==> config.mk <==
export PLATFORM = sky130hd
export DESIGN_NAME = div_iter_32
export DESIGN_NICKNAME = d
export VERILOG_FILES = /design/src/rtl/div_pkg.sv /design/src/rtl/sub_cla_32.sv /design/src/rtl/div_iter_32.sv
export SDC_FILE = /design/constraint.sdc
export NUM_CORES = 1
export LEC_CHECK = 0
export ABC_AREA = 0
export CAP_MARGIN = 10
export CORE_MARGIN = 2
export CORE_UTILIZATION = 60
export DETAILED_ROUTE_END_ITERATION = 7
export PLACE_DENSITY_LB_ADDON = 0.15
export SLEW_MARGIN = 20
export SYNTH_ARGS = -nofsm -noshare
export SYNTH_HDL_FRONTEND = slang
export SYNTH_SLANG_ARGS = --single-unit
==> constraint.sdc <==
create_clock -name clk -period 12.4 [get_ports clk]
set_input_delay 2.48 -clock clk [delete_from_list [all_inputs] [get_ports clk]]
set_output_delay 2.48 -clock clk [all_outputs]
set_load 0.02 [all_outputs]
==> src/rtl/div_pkg.sv <==
`default_nettype none
// ------------------------------------------------------------------
// div_pkg : shared states, constants and helpers for div_iter_32
// rev 1.0
// ------------------------------------------------------------------
package div_pkg;

  localparam int DIV_WIDTH_DEFAULT = 32;

  // Divider states.
  localparam logic [1:0] S_IDLE = 2'd0;
  localparam logic [1:0] S_CALC = 2'd1;
  localparam logic [1:0] S_FIX  = 2'd2;
  localparam logic [1:0] S_DONE = 2'd3;

  localparam logic [DIV_WIDTH_DEFAULT-1:0] DIV_ZERO_QUOTIENT = '1;

  // The counter must hold the value WIDTH itself, hence the extra bit.
  function automatic int cnt_width(input int width);
    return $clog2(width) + 1;
  endfunction

  // Carry into bit j of a 4-bit group, in sum-of-products look-ahead form.
  // j = 4 gives the group carry-out.
  function automatic logic la_carry(input logic [3:0] g4, input logic [3:0] p4,
                                    input logic cin, input int j);
    logic gen;
    logic prp;
    gen = 1'b0;
    prp = 1'b1;
    for (int m = 3; m >= 0; m--) begin
      if (m < j) begin
        gen = gen | (prp & g4[m]);
        prp = prp & p4[m];
      end
    end
    return gen | (prp & cin);
  endfunction

endpackage
`default_nettype wire

==> src/rtl/sub_cla_32.sv <==
`default_nettype none
// ------------------------------------------------------------------
// sub_cla_32 : look-ahead subtractor, diff = a + ~b + 1, 4-bit groups
// rev 1.0
// ------------------------------------------------------------------
module sub_cla_32
  import div_pkg::*;
#(
  parameter int WIDTH = 33
) (
  input  logic [WIDTH-1:0] a,
  input  logic [WIDTH-1:0] b,
  output logic [WIDTH-1:0] diff,
  output logic             borrow
);

  localparam int NGRP = (WIDTH + 3) / 4;
  localparam int PW   = NGRP * 4;

  logic [PW-1:0]   w_g;
  logic [PW-1:0]   w_p;
  logic [NGRP-1:0] w_gg;
  logic [NGRP-1:0] w_gp;
  logic [NGRP:0]   w_gc;

  // Pad bits above WIDTH propagate, so the top group carry-out equals
  // the carry out of bit WIDTH-1.
  assign w_g = PW'(a & ~b);
  assign w_p = PW'(a ^ ~b) | ~PW'({WIDTH{1'b1}});

  genvar k, j;
  generate
    for (k = 0; k < NGRP; k++) begin : g_grp
      assign w_gg[k] = la_carry(w_g[4*k +: 4], w_p[4*k +: 4], 1'b0, 4);
      assign w_gp[k] = &w_p[4*k +: 4];
      for (j = 0; j < 4; j++) begin : g_bit
        if (4*k + j < WIDTH) begin : g_live
          assign diff[4*k+j] = w_p[4*k+j] ^
                               la_carry(w_g[4*k +: 4], w_p[4*k +: 4], w_gc[k], j);
        end
      end
    end
  endgenerate

  always_comb begin
    w_gc[0] = 1'b1;
    for (int n = 0; n < NGRP; n++) begin
      w_gc[n+1] = w_gg[n] | (w_gp[n] & w_gc[n]);
    end
  end

  assign borrow = ~w_gc[NGRP];

endmodule
`default_nettype wire

==> src/rtl/div_iter_32.sv <==
`default_nettype none
// ------------------------------------------------------------------
// div_iter_32 : iterative restoring divider, signed/unsigned, start/busy/done
// rev 1.0
// ------------------------------------------------------------------
module div_iter_32
  import div_pkg::*;
#(
  parameter int WIDTH = DIV_WIDTH_DEFAULT
) (
  input  logic             clk,
  input  logic             rst,
  input  logic             start,
  input  logic             is_signed,
  input  logic [WIDTH-1:0] dividend,
  input  logic [WIDTH-1:0] divisor,
  output logic             busy,
  output logic             done,
  output logic [WIDTH-1:0] quotient,
  output logic [WIDTH-1:0] remainder,
  output logic             div_by_zero
);

  localparam int               CNT_W       = cnt_width(WIDTH);
  localparam logic [WIDTH-1:0] DZ_QUOTIENT = {WIDTH{DIV_ZERO_QUOTIENT[0]}};

  logic [1:0]       r_state;
  logic [CNT_W-1:0] r_cnt;
  logic [WIDTH-1:0] r_rem;
  logic [WIDTH-1:0] r_q;
  logic [WIDTH-1:0] r_dvs;
  logic             r_neg_q;
  logic             r_neg_r;
  logic             r_zero;
  logic             r_busy;
  logic             r_done;
  logic [WIDTH-1:0] r_quotient;
  logic [WIDTH-1:0] r_remainder;
  logic             r_dbz;

  logic [WIDTH-1:0] w_dvd_mag;
  logic [WIDTH-1:0] w_dvs_mag;
  logic [WIDTH:0]   w_sub_a;
  logic [WIDTH:0]   w_sub_b;
  logic [WIDTH:0]   w_sub_diff;
  logic             w_sub_borrow;
  logic [WIDTH:0]   w_negr_diff;
  logic             w_negr_borrow;
  logic             w_unused;

  assign w_dvd_mag = (is_signed && dividend[WIDTH-1]) ? -dividend : dividend;
  assign w_dvs_mag = (is_signed && divisor[WIDTH-1])  ? -divisor  : divisor;

  // In FIX the trial subtractor is idle and is borrowed to negate the quotient.
  assign w_sub_a = (r_state == S_FIX) ? '0 : {r_rem, r_q[WIDTH-1]};
  assign w_sub_b = (r_state == S_FIX) ? {1'b0, r_q} : {1'b0, r_dvs};

  sub_cla_32 #(.WIDTH(WIDTH + 1)) u_trial (
    .a      (w_sub_a),
    .b      (w_sub_b),
    .diff   (w_sub_diff),
    .borrow (w_sub_borrow)
  );

  sub_cla_32 #(.WIDTH(WIDTH + 1)) u_neg_rem (
    .a      ('0),
    .b      ({1'b0, r_rem}),
    .diff   (w_negr_diff),
    .borrow (w_negr_borrow)
  );

  assign w_unused = ^{w_sub_diff[WIDTH], w_negr_diff[WIDTH], w_negr_borrow};

  always_ff @(posedge clk) begin
    if (rst) begin
      r_state     <= S_IDLE;
      r_cnt       <= '0;
      r_rem       <= '0;
      r_q         <= '0;
      r_dvs       <= '0;
      r_neg_q     <= 1'b0;
      r_neg_r     <= 1'b0;
      r_zero      <= 1'b0;
      r_busy      <= 1'b0;
      r_done      <= 1'b0;
      r_quotient  <= '0;
      r_remainder <= '0;
      r_dbz       <= 1'b0;
    end else begin
      r_done <= 1'b0;
      case (r_state)
        S_IDLE: begin
          if (start) begin
            r_busy  <= 1'b1;
            r_dbz   <= 1'b0;
            r_neg_q <= is_signed & (dividend[WIDTH-1] ^ divisor[WIDTH-1]);
            r_neg_r <= is_signed & dividend[WIDTH-1];
            r_rem   <= '0;
            r_dvs   <= w_dvs_mag;
            r_cnt   <= CNT_W'(WIDTH);
            // A zero divisor parks the raw dividend in r_q for DONE.
            if (divisor == '0) begin
              r_q     <= dividend;
              r_zero  <= 1'b1;
              r_state <= S_DONE;
            end else begin
              r_q     <= w_dvd_mag;
              r_zero  <= 1'b0;
              r_state <= S_CALC;
            end
          end
        end
        S_CALC: begin
          if (w_sub_borrow) begin
            r_rem <= {r_rem[WIDTH-2:0], r_q[WIDTH-1]};
          end else begin
            r_rem <= w_sub_diff[WIDTH-1:0];
          end
          r_q   <= {r_q[WIDTH-2:0], ~w_sub_borrow};
          r_cnt <= r_cnt - CNT_W'(1);
          if (r_cnt == CNT_W'(1)) begin
            r_state <= S_FIX;
          end
        end
        S_FIX: begin
          r_quotient  <= r_neg_q ? w_sub_diff[WIDTH-1:0] : r_q;
          r_remainder <= r_neg_r ? w_negr_diff[WIDTH-1:0] : r_rem;
          r_state     <= S_DONE;
        end
        S_DONE: begin
          r_done <= 1'b1;
          r_busy <= 1'b0;
          if (r_zero) begin
            r_quotient  <= DZ_QUOTIENT;
            r_remainder <= r_q;
            r_dbz       <= 1'b1;
          end
          r_state <= S_IDLE;
        end
        default: r_state <= S_IDLE;
      endcase
    end
  end

  assign busy        = r_busy;
  assign done        = r_done;
  assign quotient    = r_quotient;
  assign remainder   = r_remainder;
  assign div_by_zero = r_dbz;

endmodule
`default_nettype wire

==> impl_metrics.env <==
export IMPL_status="complete, no violations"
export IMPL_fin_crit_sh_pct=44.7
export IMPL_grt_pass1_vias=9576
export IMPL_worstSetupPathType="primary input to flop"
export IMPL_pin_count=135
export IMPL_crit_fanout=5
export IMPL_postCtsSetupRepairBufs=0
export IMPL_seq_area_um2=3480
export IMPL_cts_inserted_buffers=17
export IMPL_setup_ws_ns=6.86
export IMPL_peakVddDrop_mv=0.128
export IMPL_synthToLayoutAreaGrowth_pct=18.7
export IMPL_netlist_area_um2=10900
export IMPL_vias_per_cell=6.30
export IMPL_start_util_pct=60.9
export IMPL_r2r_start="r_state[0]"
export IMPL_drtIter0Drc=1069
export IMPL_fmax_ghz=0.180
export IMPL_holdPathEnd="remainder[4]"
export IMPL_dp_cells=1640
export IMPL_rr_endpoint="r_rem[24]"
export IMPL_max_stage_delay_ns=0.61
export IMPL_synthTopCellsByArea="dfxtp_1 32%, mux2i_1 7.5%, ha_1 5.6%"
export IMPL_synth_edff_count=0
export IMPL_hpwl_mm=23.6
export IMPL_hp_start="remainder[4]"
export IMPL_rows=49
export IMPL_whs_path_depth=2
export IMPL_yosys_cell_types_count=65
export IMPL_yosysMostFrequentCell="dfxtp_1"
export IMPL_timing_hold_ws_ns=0.456
export IMPL_cts_buffer_depth=2
export IMPL_clkTransAtPathRegs_ns=0.07
export IMPL_ant_nets=0
export IMPL_num_vias=10533
export IMPL_end_kind="flop"
export IMPL_final_nets=1554
export IMPL_clk_latency_ns=0.43
export IMPL_wl_per_cell_um=19.8
export IMPL_period_minus_slack_ns=5.54
export IMPL_worst_slew_pin_slew_ns=1.15
export IMPL_cts_root_buffer="clkbuf_16"
export IMPL_grt_pass1_wl_mm=51.9
export IMPL_htree_levels=4
export IMPL_crit_chain="clkdlybuf4s50_1 > or4_1 > nor4b_1 > nor4b_2 > and3_1 > or2_2 > nor2_1 > xor2_1 > o211ai_1 > a21oi_1"
export IMPL_grt_start_max_net_pins=76
export IMPL_globalplace_congestion=0.973
export IMPL_cts_tree="yes"
export IMPL_finalNonFillerCells=1673
export IMPL_r2r_cells=14
export IMPL_dieArea_um2=19300
export IMPL_crit_arrival_ns=5.82
export IMPL_core_um2=17900
export IMPL_fillCellCount=1434
export IMPL_routed_wl_mm=33.2
export IMPL_synth_commonest_cells="174 x dfxtp_1, 135 x nand2_1, 133 x nor2_1, 109 x o21ai_0, 83 x clkbuf_1"
export IMPL_p_leak_uw=0.00478
export IMPL_yosys_most_used_dff="dfxtp_1"
export IMPL_drv_cap=0
export IMPL_synthCells=1353
export IMPL_rsz0062_at_grt="no"
export IMPL_clock_skew_final_ns=0.0111
export IMPL_cts_repair_resized=0
export IMPL_synth_top_cell_area_share_pct=31.9
export IMPL_syn_area_per_cell_um2=8.06
export IMPL_yosys_warnings=0
export IMPL_io_buffers=134
export IMPL_dp_slack_ns=6.42
export IMPL_grt_ovfl_total=0
export IMPL_remaining_drc_errors=0
export IMPL_finalSetupViolCount=0
export IMPL_slew_viol_final=0
export IMPL_synth_seq_area_share_pct=31.9
export IMPL_hold_violations=0
export IMPL_multi_input_area_um2=6930
export IMPL_antenna_found_initial=0
export IMPL_fp_dieH_um=139
export IMPL_startpoint_type="primary input"
export IMPL_synth_fp_nets=1477
export IMPL_hold_buffers=0
export IMPL_finalSetupTns_ns=0
export IMPL_cp_data_required_time_ns=12.68
export IMPL_fp_dieW_um=139
export IMPL_globalRouteTotalUtil_pct=33.6
export IMPL_slew_headroom_pct=23.6
export IMPL_synth_top_area_cell="dfxtp_1"
export IMPL_power_uw=2560
export IMPL_hp_class="flop to flop"
export IMPL_power_density_nw_per_um2=198
export IMPL_drtPass1Iterations=6
export IMPL_crit_slowest_cell="or4_1"
export IMPL_reg2reg_slack_ns=7.28
export IMPL_drive_gt1_share_pct=5.20
export IMPL_yosys_register_bits=174
export IMPL_cts_sinks=174
export IMPL_synth_async_reset_ratio_pct=0
[flip-flops by register name (all words and copies together) (netlist names)]
name / cells
busy: 1
done: 1
r_zero: 1
r_neg_q: 1
r_rem: 32
r_cnt: 6
quotient: 32
r_dvs: 32
r_neg_r: 1
div_by_zero: 1
r_state: 2
r_q: 32
remainder: 32
[routing by layer]
metal / vias to the layer above / part of all wire, % / global-route usage (%)
met1: 4891 / 41 / 45.0
met3: 89 / 9.9 / 6.39
met4: 0 / 4.5 / 15.6
met2: 559 / 45 / 52.7
li1: 4994 / - / -
met5: - / 0 / 0
[how the worst max path moves through the flow]
| stage | start | cells past startpoint | to |
|---|---|---|---|
| 6_report | divisor[19] | 10 | r_q[2] |
| 5_1_grt | divisor[19] | 10 | r_q[11] |
| 4_1_cts | divisor[19] | 10 | r_q[1] |
| 3_5_place_dp | divisor[19] | 10 | r_q[1] |
| 3_3_place_gp | divisor[19] | 10 | r_q[6] |
| 2_1_floorplan | divisor[3] | 10 | r_q[29] |
[cells by family after synthesis]
family / Yosys count / share of synthesized area, %
buf+inv: 137 / 4.74
mux: 88 / 8.15
fa+ha+maj: 56 / 6.91
simple gates: 426 / 18.3
xor+xnor: 104 / 8.35
flops: 174 / 31.9
compound gates: 368 / 21.6
[cells in the final DEF (no fill, tap or decap), drive strengths merged, types with 5 or more instances in the layout]
cell,synthesis,layout
or4,6,6
o31ai,17,17
fa,7,7
o21bai,6,6
mux2i,82,82
nand3,23,23
buf,8,16
clkdlybuf4s50,0,133
a211oi,55,55
o211a,12,12
dfxtp,174,174
and2,7,7
mux2,6,6
xnor2,43,43
nand2,136,136
o41ai,6,6
a31oi,15,15
a21oi,72,72
or2,5,5
nor2b,30,30
o21ai,110,110
clkbuf,83,20
a311oi,5,5
o311ai,11,11
nand2b,12,12
nand4,5,5
o22ai,25,25
nor2,133,133
or3,16,16
nor4,8,8
ha,49,49
nor3,21,21
xor2,61,61
inv,45,50
and3,15,15
[critical path, delay by kind of cell]
family	cells	cell delay, ns
compound gates	2	0.25
xor+xnor	1	0.14
buf+inv	1	0.47
simple gates	6	2.48
[through the flow]
| step | area, µm² | util [%] |
|---|---|---|
| floorplan | 10900 | - |
| global placement | 12300 | 68.8 |
| detailed placement | 12300 | 68.8 |
| CTS | 12900 | 72.3 |
| global route | 12900 | 72.3 |
| finish | 12900 | 72.3 |
[where the power goes]
group          internal (µW)  total (µW)  switching (µW)
clock network            330         566             235
logic                    460        1170             712
registers                683         826             143
total                   1470        2560            1090
[cell type report]
type | instances | area share (%)
antenna | 1 | 0.0193
clock buffer | 20 | 3.53
clock inverter | 12 | 1.21
inverter | 46 | 1.34
multi-input combinational | 1042 | 53.6
sequential | 174 | 26.9
tap | 229 | 2.21
timing repair buffer | 149 | 11.2
No activity file was read; power rests on OpenSTA's default activity.
